`config.mk`:
```
export PLATFORM = sky130hd
export DESIGN_NAME = sp_conv_flat
export DESIGN_NICKNAME = d
export VERILOG_FILES = /design/src/rtl/sp_conv_if.sv /design/src/rtl/sp_conv.sv /design/src/flat_wrapper.sv
export SDC_FILE = /design/constraint.sdc
export NUM_CORES = 1
export LEC_CHECK = 0
export CAP_MARGIN = 20
export CORE_ASPECT_RATIO = 0.6
export CORE_MARGIN = 4
export CORE_UTILIZATION = 25
export DETAILED_ROUTE_END_ITERATION = 16
export GPL_TIMING_DRIVEN = 0
export SLEW_MARGIN = 20
export SYNTH_ARGS = -nofsm -noshare
export SYNTH_HDL_FRONTEND = slang
export SYNTH_SLANG_ARGS = --single-unit
```
`constraint.sdc`:
```
create_clock -name clk -period 1.8 [get_ports clk]
set_input_delay 0.18 -clock clk [delete_from_list [all_inputs] [get_ports clk]]
set_output_delay 0.18 -clock clk [all_outputs]
set_load 0.05 [all_outputs]
```
`src/rtl/sp_conv_if.sv`:
```
// rtl/sp_conv_if.sv - byte-in / word-out handshake bundle for sp_conv (blk_last present under SPC_BLK_TAG_EN)
interface sp_conv_if #(
    parameter int DW = 8,
    parameter int NB = 4
);
    localparam int CW = (NB > 1) ? $clog2(NB) : 1;

    logic [DW-1:0]    din;
    logic             din_vld;
    logic             din_rdy;
    logic             flush;
    logic [DW*NB-1:0] pdout;
    logic             pdout_vld;
    logic             pdout_rdy;
    logic [CW-1:0]    byte_cnt;
`ifdef SPC_BLK_TAG_EN
    logic             blk_last;
`endif

    // Producer of bytes / consumer of words (the environment side)
    modport master (
        output din, din_vld, flush, pdout_rdy,
        input  din_rdy, pdout, pdout_vld, byte_cnt
`ifdef SPC_BLK_TAG_EN
        , input blk_last
`endif
    );

    // The packer itself
    modport slave (
        input  din, din_vld, flush, pdout_rdy,
        output din_rdy, pdout, pdout_vld, byte_cnt
`ifdef SPC_BLK_TAG_EN
        , output blk_last
`endif
    );
endinterface

```
`src/rtl/sp_conv.sv`:
```
// rtl/sp_conv.sv - serial-to-parallel byte packer, MSB-first; SPC_BLK_TAG_EN adds the blk_last word tag
module sp_conv #(
    parameter int DW = 8,
    parameter int NB = 4
) (
    input  logic    clk,
    input  logic    rst,
    sp_conv_if.slave bus
);
    localparam int            CW   = (NB > 1) ? $clog2(NB) : 1;
    localparam int            PW   = DW * (NB - 1);
    localparam logic [CW-1:0] LAST = CW'(NB - 1);

    logic [CW-1:0]    cnt_q, cnt_d;
    logic [PW-1:0]    partial_q, partial_d;
    logic [DW*NB-1:0] pdout_q, pdout_d;
    logic             pdout_vld_q, pdout_vld_d;
    logic             din_rdy;
    logic             accept;
    logic             handoff;
    logic             load;

`ifdef SPC_BLK_TAG_EN
    logic [1:0]       wcnt_q, wcnt_d;
    logic             blk_last_q, blk_last_d;
`endif

    // Only a last byte that would overwrite an un-handed-off word has to wait
    assign din_rdy = !rst && !bus.flush && (cnt_q != LAST || !pdout_vld_q || bus.pdout_rdy);
    assign accept  = bus.din_vld && din_rdy;
    assign handoff = pdout_vld_q && bus.pdout_rdy;
    assign load    = accept && (cnt_q == LAST);

    // Next-state: byte slotting, word load, handoff and flush
    always_comb begin
        cnt_d       = cnt_q;
        partial_d   = partial_q;
        pdout_d     = pdout_q;
        pdout_vld_d = pdout_vld_q;

        if (handoff) begin
            pdout_vld_d = 1'b0;
        end

        if (bus.flush) begin
            cnt_d     = '0;
            partial_d = '0;
        end else if (load) begin
            pdout_d     = {partial_q, bus.din};
            pdout_vld_d = 1'b1;
            cnt_d       = '0;
            partial_d   = '0;
        end else if (accept) begin
            for (int i = 0; i < NB - 1; i++) begin
                if (cnt_q == CW'(i)) begin
                    partial_d[DW*(NB-1-i)-1 -: DW] = bus.din;
                end
            end
            cnt_d = cnt_q + CW'(1);
        end
    end

    // State registers with synchronous reset
    always_ff @(posedge clk) begin
        if (rst) begin
            cnt_q       <= '0;
            partial_q   <= '0;
            pdout_q     <= '0;
            pdout_vld_q <= 1'b0;
        end else begin
            cnt_q       <= cnt_d;
            partial_q   <= partial_d;
            pdout_q     <= pdout_d;
            pdout_vld_q <= pdout_vld_d;
        end
    end

`ifdef SPC_BLK_TAG_EN
    // Word position inside the 128-bit block; tag rides along with the loaded word
    always_comb begin
        wcnt_d     = wcnt_q;
        blk_last_d = blk_last_q;
        if (bus.flush) begin
            wcnt_d = '0;
        end else if (load) begin
            blk_last_d = (wcnt_q == 2'd3);
            wcnt_d     = wcnt_q + 2'd1;
        end
    end

    // Tag registers with synchronous reset
    always_ff @(posedge clk) begin
        if (rst) begin
            wcnt_q     <= '0;
            blk_last_q <= 1'b0;
        end else begin
            wcnt_q     <= wcnt_d;
            blk_last_q <= blk_last_d;
        end
    end

    assign bus.blk_last = blk_last_q;
`endif

    assign bus.din_rdy   = din_rdy;
    assign bus.pdout     = pdout_q;
    assign bus.pdout_vld = pdout_vld_q;
    assign bus.byte_cnt  = cnt_q;
endmodule

```
`src/flat_wrapper.sv`:
```
// flat-port wrapper written by rule: the top's interface ports become plain ports
module sp_conv_flat 
#(
    parameter int DW = 8,
    parameter int NB = 4
)
  (clk, rst, bus_din, bus_din_vld, bus_flush, bus_pdout_rdy, bus_din_rdy, bus_pdout, bus_pdout_vld, bus_byte_cnt);
  sp_conv_if #(.DW(DW), .NB(NB)) bus_i ();
  input  logic clk;
  input  logic rst;
  input wire logic [$bits(bus_i.din)-1:0] bus_din;
  input wire logic [$bits(bus_i.din_vld)-1:0] bus_din_vld;
  input wire logic [$bits(bus_i.flush)-1:0] bus_flush;
  input wire logic [$bits(bus_i.pdout_rdy)-1:0] bus_pdout_rdy;
  output wire logic [$bits(bus_i.din_rdy)-1:0] bus_din_rdy;
  output wire logic [$bits(bus_i.pdout)-1:0] bus_pdout;
  output wire logic [$bits(bus_i.pdout_vld)-1:0] bus_pdout_vld;
  output wire logic [$bits(bus_i.byte_cnt)-1:0] bus_byte_cnt;
  assign bus_i.din = bus_din;
  assign bus_i.din_vld = bus_din_vld;
  assign bus_i.flush = bus_flush;
  assign bus_i.pdout_rdy = bus_pdout_rdy;
  assign bus_din_rdy = bus_i.din_rdy;
  assign bus_pdout = bus_i.pdout;
  assign bus_pdout_vld = bus_i.pdout_vld;
  assign bus_byte_cnt = bus_i.byte_cnt;
  sp_conv #(.DW(DW), .NB(NB)) u_core (.clk(clk), .rst(rst), .bus(bus_i));
endmodule
```
# [Word-level counts from Yosys, hierarchy flattened]
# Index checks and enable logic that the tools add are counted.
# W data, S select, Z words.
[totals] latchBits=0 mem_bits_rw=0 romBits=0 regBits=59 wordCells=31 output_inout_bits=36 mem_count=0
[op_classes] n_lt_le_gt_ge=0 reduce_logical=16 n_mux=3 n_bitwise=1 shift=0 n_eq_ne=4 n_mul=0 div=0 addsub=1
[ops] op="$reduce_and A2 Y1" count=4
[ops] op="$logic_and A1 B1 Y1" count=5
[ops] op="$eq A2 B2 Y1 const B" count=2
[ops] op="$logic_not A1 Y1" count=3
[ops] op="$mux W1" count=3
[ops] op="$reduce_or A3 Y1" count=1
[ops] op="$add A2 B1 Y2 const B" count=1
[ops] op="$eq A2 B1 Y1 const B" count=1
[ops] op="$logic_not A2 Y1" count=1
[ops] op="$logic_or A1 B1 Y1" count=2
[ops] op="$ne A2 B2 Y1 const B" count=1
[ops] op="$not A1 Y1" count=1

# [Longest topological paths before layout]
[depth] depth_word=8 depth_mapped=6 depth_no_buf=5

# [Least setup slack after synthesis]
# No wires, ideal clock.
[synth_timing] kind="register -> register" start="reg u_core.cnt_q[1], in the netlist u_core.bus.byte_cnt[1]" end="reg u_core.pdout_q[0], in the netlist u_core.bus.pdout[0]" slack_ns=0.011 t_arrival_ns=1.658 period_less_slack_ns=1.789 path_stages_with_launch=7 path_cell_list="dfxtp_1 ha_1 nand2_2 buf_6 buf_4 o311ai_0 o21ai_1"
[synth_via] elab_chain_len=7 elab_cells_between_ends=8 cone_classes="eq/ne (2); reduce/logical (6)"
[synth_rtl] element="from (decl)" line_no="sp_conv.sv:14" text="logic [CW-1:0] cnt_q, cnt_d;"
[synth_rtl] element="from (signal assigned)" line_no="sp_conv.sv:71" text="cnt_q <= cnt_d;"
[synth_rtl] element="$ne A2 B2 Y1" line_no="sp_conv.sv:29" text="assign din_rdy = !rst && !bus.flush && (cnt_q != LAST || !pdout_vld_q || bus.pdout_rdy);"
[synth_rtl] element="$logic_or A1 B1 Y1 (2 in a row)" line_no="sp_conv.sv:29"
[synth_rtl] element="$logic_and A1 B1 Y1" line_no="sp_conv.sv:29"
[synth_rtl] element="$logic_and A1 B1 Y1" line_no="sp_conv.sv:30" text="assign accept = bus.din_vld && din_rdy;"
[synth_rtl] element="$logic_and A1 B1 Y1 (*)" line_no="sp_conv.sv:32" text="assign load = accept && (cnt_q == LAST);"
[synth_rtl] element="$reduce_and A2 Y1 (no line) (*)"
[synth_rtl] element="to (signal assigned)" line_no="sp_conv.sv:73" text="pdout_q <= pdout_d;"
[synth_rtl] element="to (decl)" line_no="sp_conv.sv:16" text="logic [DW*NB-1:0] pdout_q, pdout_d;"
# Mark *: on every way between the ends. The rest lies on a longest branch, timed or not.
# A chain may end at the register's enable or synchronous reset.

# [Worst setup path in the final report]
[layout_timing] start="reg u_core.pdout_vld_q, in the netlist u_core.bus.pdout_vld" end="out bus_pdout_vld"
[layout_rtl] element="from (decl)" line_no="sp_conv.sv:17" text="logic pdout_vld_q, pdout_vld_d;"
[layout_rtl] element="from (signal assigned)" line_no="sp_conv.sv:74" text="pdout_vld_q <= pdout_vld_d;"
[layout_rtl] element="to (decl)" line_no="flat_wrapper.sv:17" text="output wire logic [$bits(bus_i.pdout_vld)-1:0] bus_pdout_vld;"
# No word-level cell between the ends.

==> results_dict.tcl <==
set metrics [dict create \
    routedWlPerCell_um 16.4 \
    worstRegToRegCells 6 \
    cts_tree "yes" \
    drc 0 \
    initial_core_util_pct 26.0 \
    slew_violations 0 \
    path_delay_family "buffers and inverters" \
    num_io_pins 49 \
    place_congestion 0.815 \
    diodes 0 \
    rsz0062_at_grt "true" \
    synthFlopType "dfxtp_1" \
    numCtsBuffers 9 \
    dp_cells 448 \
    dp_hpwl_um 5440 \
    clock_skew_ns 0.00530 \
    crit_path_max_incr_delay_ns 0.85 \
    slew_headroom_pct 63.3 \
    worstPathMaxFanout 4 \
    holdPathStages 3 \
    drtIter0Drc 114 \
    coreArea_um2 10000 \
    netlist_area_um2 2600 \
    die_area_um2 12200 \
    power.leakage_nw 1.27 \
    area_delta_synth_final_pct 35.1 \
    numPortBuffers 47 \
    clock_path_buffers 2 \
    fmax_mhz 562 \
    syn_nets 283 \
    async_flop_share_pct 0 \
    num_vias 2283 \
    hold_path_class "in -> reg" \
    ys_seq_area_share_pct 45.4 \
    cpMaxStageDelayCell "clkdlybuf4s50_1" \
    path_buf_inv 1 \
    cts-root-buf "clkbuf_16" \
    synth.yosys.warnings 0 \
    clkTransAtPathRegs_ns 0.05 \
    drt-pass1-iter-count 4 \
    htree_levels 3 \
    worstPathCellList "clkdlybuf4s50_1" \
    hold_violations 0 \
    crit_path_end_kind "output pin" \
    cp-start-kind "flip-flop" \
    post_synth_num_cell_types 27 \
    postRouteAntennaNets 0 \
    power_mw 3.01 \
    peakVddDrop_v 0.000449 \
    totalNegativeSetupSlack_ns 0 \
    overflow 0 \
    hold_ws_ns 0.163 \
    clk_latency_ns 0.33 \
    cap_violations 0 \
    synthCells 266 \
    final_cell_mix "dfxtp_1, clkdlybuf4s50_1, inv_1" \
    die_w_um 140 \
    antenna_found_initial 0 \
    rows 28 \
    min_period_ns 1.78 \
    status "finished, final reports clean" \
    drt-total-wl_um 7550 \
    synth-seq-cells 59 \
    post_route_cells_drive_above_1_share_pct 12.6 \
    numClockSinks 59 \
    finalNetCount 340 \
    cp.arrival_ns 1.60 \
    grt_max_degree 20 \
    worstPathRequired_ns 1.62 \
    fin_util_pct 35.1 \
    period_share_pct 98.8 \
    final_common_cell "dfxtp_1" \
    track_usage_pct 12.6 \
    rrSetupSlack_ns 0.06 \
    path_depth 1 \
    grt_pass1_wl_um 11900 \
    powerDensity_nw_per_um2 855 \
    fin_cells 461 \
    synth_edf_count 0 \
    die_height_um 87.0 \
    setup_viol 0 \
    post_cts_buffers 0 \
    routed_via_density 4.95 \
    critPathKind "reg -> out" \
    synth_area_per_cell_um2 9.78 \
    grt_pass1_vias 2191 \
    worst_pin_slew_ns 0.548 \
]
-- what timing repair did --
action | CTS | global route
hold buffers | 0 | 0
gates resized for setup | 7 | 4
setup endpoints to repair | 1 | 4
-- flip-flops by register name, indices dropped and copies added, names as in the netlist --
| register | count |
|---|---|
| u_core.bus.byte_cnt | 2 |
| u_core.bus.pdout | 32 |
| u_core.bus.pdout_vld | 1 |
| u_core.partial_q | 24 |
-- cell families (layout without fill, tap and decap cells) --
family,count (synthesis),after routing,share of synthesized area [%]
mux,24,24,9.23
fa+ha+maj,4,4,1.92
flops,59,59,45.4
simple gates,13,13,4.28
buf+inv,64,124,11.6
compound gates,102,102,27.5
-- final timing paths --
check / start / end
max reg2reg: u_core.bus.byte_cnt[0] / u_core.bus.pdout[17]
min: bus_din_vld / u_core.bus.byte_cnt[0]
max: u_core.bus.pdout_vld / bus_pdout_vld
min reg2reg: u_core.partial_q[10] / u_core.bus.pdout[18]
-- cell type report --
class | count | area (um2)
Buffer | 28 | 166
Clock buffer | 12 | 256
Clock inverter | 2 | 12.5
Fill cell | 1055 | 6500
Inverter | 35 | 131
Multi-Input combinational cell | 143 | 1130
Sequential cell | 59 | 1180
Tap cell | 135 | 169
Timing Repair Buffer | 47 | 469
-- power breakdown --
part	switching [mW]	total (mW)	internal [mW]
Combinational	0.0817	0.129	0.0473
Clock	0.575	1.56	0.986
Sequential	0.00267	1.31	1.31
Total	0.660	3.01	2.35
-- Yosys cell counts, drive strengths merged (2+ instances only) --
master / instances / area (um2)
a21oi: 3 / 15.0
buf: 16 / 119
clkbuf: 13 / 52.6
dfxtp: 59 / 1180
ha: 4 / 50.1
inv: 35 / 131
mux2i: 24 / 240
nand2: 2 / 10.0
nand4: 4 / 37.5
nor2: 2 / 15.0
o211ai: 32 / 240
o21ai: 33 / 165
o311ai: 32 / 280
-- per-layer routing --
metal / GRT usage (%) / wire length [um]
met1: 18.0 / 4020
met5: 0 / 0
met4: 3.87 / 71
met2: 17.1 / 2960
met3: 5.38 / 498
-- per-stage QoR --
| stage | instance area, um2 | setup WS, ns |
|---|---|---|
| floorplan | 2600 | 0.0110 |
| global placement | 3240 | -0.781 |
| detailed placement | 3240 | -0.756 |
| CTS | 3500 | 0.00421 |
| global route | 3520 | -0.0141 |
| finish | 3520 | 0.0222 |
-- worst reg2reg max path: stages (launching register included) --
cell	delay (ns)
dfxtp_1	0.43
ha_2	0.28
nand2_2	0.08
buf_6	0.14
clkbuf_2	0.20
o311ai_0	0.37
o21ai_1	0.11
Power figures use the tool's default switching activity.
